**config.mk**
```make
export PLATFORM = sky130hd
export DESIGN_NAME = alu_serial_ctrl
export DESIGN_NICKNAME = d
export VERILOG_FILES = /design/src/rtl/alu_serial_ctrl.sv
export SDC_FILE = /design/constraint.sdc
export NUM_CORES = 1
export LEC_CHECK = 0
export CAP_MARGIN = 20
export CELL_PAD_IN_SITES_DETAIL_PLACEMENT = 1
export CELL_PAD_IN_SITES_GLOBAL_PLACEMENT = 2
export CORE_UTILIZATION = 27
export DETAILED_ROUTE_END_ITERATION = 10
export HOLD_SLACK_MARGIN = 0.02
export PLACE_DENSITY = 0.81
export SLEW_MARGIN = 20
export SYNTH_ARGS = -nofsm -noshare
export SYNTH_HDL_FRONTEND = slang
export SYNTH_SLANG_ARGS = --single-unit
```
**constraint.sdc**
```tcl
create_clock -name clk -period 1.5 [get_ports clk]
set_input_delay 0.225 -clock clk [delete_from_list [all_inputs] [get_ports clk]]
set_output_delay 0.225 -clock clk [all_outputs]
set_load 0.02 [all_outputs]
```
**src/rtl/alu_serial_ctrl.sv**
```systemverilog
// Bit-serial sequencer that drives a shared 1-bit ALU LSB-first for WIDTH cycles.
// Optional zero flag output enabled by defining ALU_SERIAL_ZERO_FLAG_EN.
module alu_serial_ctrl #(
    parameter int WIDTH = 8
) (
    input  logic             clk,
    input  logic             rst,
    input  logic             start,
    input  logic [2:0]       op,
    input  logic [WIDTH-1:0] a_in,
    input  logic [WIDTH-1:0] b_in,
    output logic             busy,
    output logic             done,
    output logic [WIDTH-1:0] result,
    output logic             carry_out,
`ifdef ALU_SERIAL_ZERO_FLAG_EN
    output logic             zero,
`endif
    output logic             alu_a,
    output logic             alu_b,
    output logic             alu_cin,
    output logic [2:0]       alu_sel,
    input  logic             alu_y,
    input  logic             alu_cout
);

    localparam int CW = $clog2(WIDTH);
    localparam logic [CW-1:0] CNT_LAST = CW'(WIDTH - 1);

    typedef enum logic [1:0] {
        IDLE,
        RUN,
        DONE
    } state_t;

    state_t           state;
    state_t           state_nx;
    logic [WIDTH-1:0] a_sh;
    logic [WIDTH-1:0] b_sh;
    logic [2:0]       op_q;
    logic             carry;
    logic [CW-1:0]    cnt;
    logic             arith_op;
    logic             last_bit;
    logic [WIDTH-1:0] result_nx;

    // Only ADD and SUB chain a carry/borrow between bit slices.
    assign arith_op  = (op_q[2:1] == 2'b00);
    assign last_bit  = (cnt == CNT_LAST);
    assign result_nx = {alu_y, result[WIDTH-1:1]};

    always_ff @(posedge clk) begin
        if (rst) begin
            state <= IDLE;
        end else begin
            state <= state_nx;
        end
    end

    always_comb begin
        state_nx = state;
        busy     = 1'b0;
        done     = 1'b0;
        alu_a    = 1'b0;
        alu_b    = 1'b0;
        alu_cin  = 1'b0;
        alu_sel  = 3'b000;
        case (state)
            IDLE: begin
                if (start) begin
                    state_nx = RUN;
                end
            end
            RUN: begin
                busy    = 1'b1;
                alu_a   = a_sh[0];
                alu_b   = b_sh[0];
                alu_cin = arith_op ? carry : 1'b0;
                alu_sel = op_q;
                if (last_bit) begin
                    state_nx = DONE;
                end
            end
            DONE: begin
                busy     = 1'b1;
                done     = 1'b1;
                state_nx = IDLE;
            end
            default: state_nx = IDLE;
        endcase
    end

    // Operands are captured once on acceptance; later input changes are invisible.
    always_ff @(posedge clk) begin
        if (rst) begin
            a_sh      <= '0;
            b_sh      <= '0;
            op_q      <= 3'b000;
            carry     <= 1'b0;
            cnt       <= '0;
            result    <= '0;
            carry_out <= 1'b0;
`ifdef ALU_SERIAL_ZERO_FLAG_EN
            zero      <= 1'b0;
`endif
        end else begin
            case (state)
                IDLE: begin
                    if (start) begin
                        a_sh      <= a_in;
                        b_sh      <= b_in;
                        op_q      <= op;
                        carry     <= 1'b0;
                        cnt       <= '0;
                        result    <= '0;
                        carry_out <= 1'b0;
                    end
                end
                RUN: begin
                    result <= result_nx;
                    a_sh   <= a_sh >> 1;
                    b_sh   <= b_sh >> 1;
                    carry  <= alu_cout;
                    cnt    <= cnt + 1'b1;
                    if (last_bit) begin
                        carry_out <= arith_op ? alu_cout : 1'b0;
`ifdef ALU_SERIAL_ZERO_FLAG_EN
                        zero      <= (result_nx == '0);
`endif
                    end
                end
                default: ;
            endcase
        end
    end

endmodule
```
==> metrics <==
outcome=finished, final reports clean; PwrDens=roughly 1800 nW/um^2; multi-input logic area=about 990 sq um; Longest Clk Path Bufs=2; vias in the first global route=approximately 1.5k; Max Fclk=just under 700 MHz; kind of end point of the critical path=register; count of final hold-check violations=0; Yosys reg bits=34; Final #Nets=about 250; Finished Cell Area=about 2500 sq um; Setup Viol. Count Final=0; critical path class=reg -> reg; clk sink count=34; CP Capture Point=b_sh[6]$_SDFFE_PP0P_; Final Max Slew Viols=0; Die Y-Extent=between 70 and 80 um; largest net degree at the start of global routing=25; dpl hpwl=2750 um; port bufs=40; via density per instance=just under 5; WP data arrival=between 1.5 and 2 ns; Worst Path Required=1.66 ns; R2R depth=7; Static Leak=roughly 1.0 nW; synthesized area per cell=between 10 and 15 sq um; Worst Path Max Fanout=7; # diodes=0; Die Width=80.0 um; r2r startpoint=state[1]$_SDFFE_PP0P_; Cell variety after synth=27; Fill cells=683; Critical Path Start=state[1]$_SDFFE_PP0P_; TritonCTS buffer count=5; RSZ-0062 raised after global routing=yes; starting density of the core=0.279; TNS Setup=0 ns; crit path launch type=register; IO Count=41; routability cong.=0.731; GRT overflow=0; CTS tree=yes; clk slew on worst S/H paths=about 0.070 ns; vias after detailed routing=approximately 1.4k; clock skew=approximately 0.0085 ns; core area=~5900 sq um; share of post-route cells with drive strength above 1=0.387; fraction of the yosys area taken by sequential cells=0.415; Tot Pwr=4.49 mW; Mapped Nets=approximately 190; Pre-antenna DRT Iters=4; register area=between 600 and 700 sq um; Placed Area=around 2200 sq um; Max-slew headroom=0.802; Mapped Area=roughly 1600 sq um; die area=6400 sq um; number of antenna violations at the first check in global routing=0; Rows=28; fin crit share=0.976; Iter 0 DRT Violations=65; final antenna-violating net count=0; H-tree depth=2; Worst-Skew Late Latency=0.28 ns; Syn Inst Count=roughly 160; DR WL/cell=roughly 15 um; post-route DRC violation count=0; area grow syn2layout=51.8%; Max Cap Viol=0; dominant synthesized flop cell=dfxtp_1; r2r endpoint=b_sh[6]$_SDFFE_PP0P_; clock root cell=clkbuf_8; min cycle time layout=1.46 ns; Worst-Margin Slew=between 0.2 and 0.3 ns; Yosys warning total=0; Hold Crit Class=reg -> reg; worst reg-to-reg setup slack=0.04 ns; Max VDD drop=between 0.0006 and 0.0007 V; EDFF count, synth=0; first-pass GRT wire length=7130 um; FFs w/ async S/R, synth=0; Overall Global Routing Usage=0.147; DRT Wirelength=~4400 um
-- repair_timing --
| item | CTS | global route |
|---|---|---|
| pin swaps | 2 | 5 |
| hold buffers | 0 | 0 |
| cloned | 3 | 0 |
| resized for setup | 51 | 35 |
| endpoints found under the setup margin | 43 | 37 |
| setup buffers | 4 | 0 |
-- cell usage in the layout (no fill, tap or decap), drive strengths merged, types with 6 or more instances in the layout --
cell type	instances
mux2i	16
dfxtp	34
a211oi	14
clkbuf	7
a32oi	11
clkdlybuf4s50	25
a21oi	6
ha	7
buf	31
nor2	28
-- layout make-up --
type                            instances  area share
Tap cell                               75      0.0377
Clock inverter                          1     0.00201
Multi-Input combinational cell        115       0.399
Timing Repair Buffer                   63       0.249
Sequential cell                        34       0.274
Inverter                                2     0.00301
Clock buffer                            7      0.0347
-- where the power goes --
group	switching [mW]	internal, mW
sequential	0.158	1.13
clock	0.317	0.370
combinational	1.27	1.25
total	1.74	2.75
-- routing by layer --
| metal | track usage | vias up | share of wire | wire length (um) |
|---|---|---|---|---|
| met3 | 0.0320 | 5 | 0.034 | 150 |
| li1 | - | 703 | - | - |
| met4 | 0.0482 | 0 | 0.0099 | 43 |
| met5 | 0 | - | 0 | 0 |
| met2 | 0.256 | 28 | 0.50 | 2190 |
| met1 | 0.178 | 692 | 0.45 | 1970 |
-- logic make-up (layout without fill, tap and decap cells) --
logic type / Yosys count / after routing / share of synthesized area
AND/OR/NAND/NOR: 52 / 52 / 0.148
buffers and inverters: 16 / 73 / 0.0663
AO/OA/AOI/OAI: 36 / 36 / 0.204
flip-flops: 34 / 34 / 0.415
multiplexers: 17 / 20 / 0.114
adder cells (fa/ha/maj): 7 / 7 / 0.0534
-- per-stage QoR --
step,std cells,setup WS (ns),hold WS (ns),utilization
5_1_grt,297,-0.0289,0.497,0.423
3_3_place_gp,282,-0.197,0.438,0.378
6_report,297,0.0364,0.452,0.423
2_1_floorplan,162,0.00494,0.372,-
4_1_cts,297,-0.0174,0.449,0.404
3_5_place_dp,282,-0.222,0.440,0.378
-- critical path: stages, from the launching register on --
cell and delay [ns]:
dfxtp_2 0.34, inv_2 0.05, ha_4 0.17, buf_6 0.13, buf_6 0.13, mux2_4 0.32, nor2_1 0.14, a211oi_2 0.06
-- registers in the layout (all words and copies together), names as in the netlist --
| signal | cells |
|---|---|
| b_sh | 8 |
| carry_out | 1 |
| cnt | 3 |
| result | 8 |
| carry | 1 |
| a_sh | 8 |
| op_q | 3 |
| state | 2 |
-- cell usage after synthesis (2+ instances only) --
| library cell | count | area, sq um |
|---|---|---|
| dfxtp_1 | 34 | 681 |
| nor2_1 | 28 | 105 |
| mux2i_1 | 15 | 150 |
| a211oi_2 | 14 | 175 |
| a32oi_1 | 11 | 96.3 |
| ha_1 | 7 | 87.6 |
| a21oi_1 | 6 | 30.0 |
| and2_1 | 5 | 31.3 |
| buf_6 | 5 | 56.3 |
| nand2_1 | 5 | 18.8 |
| nand3_1 | 5 | 25.0 |
| buf_2 | 3 | 15.0 |
| nand2b_1 | 3 | 18.8 |
| a22oi_1 | 2 | 15.0 |
| buf_1 | 2 | 7.51 |
| buf_4 | 2 | 15.0 |
| clkbuf_1 | 2 | 7.51 |
| inv_1 | 2 | 7.51 |
| nor2b_1 | 2 | 12.5 |
| o21ai_0 | 2 | 10.0 |
-- how the worst min path moves through the flow --
stage / start / end / slack [ns] / depth (start not counted)
finish: op_q[0]$_SDFFE_PP0P_ / op_q[0]$_SDFFE_PP0P_ / 0.45 / 2
global route: op_q[0]$_SDFFE_PP0P_ / op_q[0]$_SDFFE_PP0P_ / 0.50 / 2
CTS: op_q[0]$_SDFFE_PP0P_ / op_q[0]$_SDFFE_PP0P_ / 0.45 / 2
detailed placement: op_q[0]$_SDFFE_PP0P_ / op_q[0]$_SDFFE_PP0P_ / 0.44 / 2
global placement: op_q[0]$_SDFFE_PP0P_ / op_q[0]$_SDFFE_PP0P_ / 0.44 / 2
floorplan: op[0] / op_q[0]$_SDFFE_PP0P_ / 0.37 / 2
(Power assumes the default switching activity.)
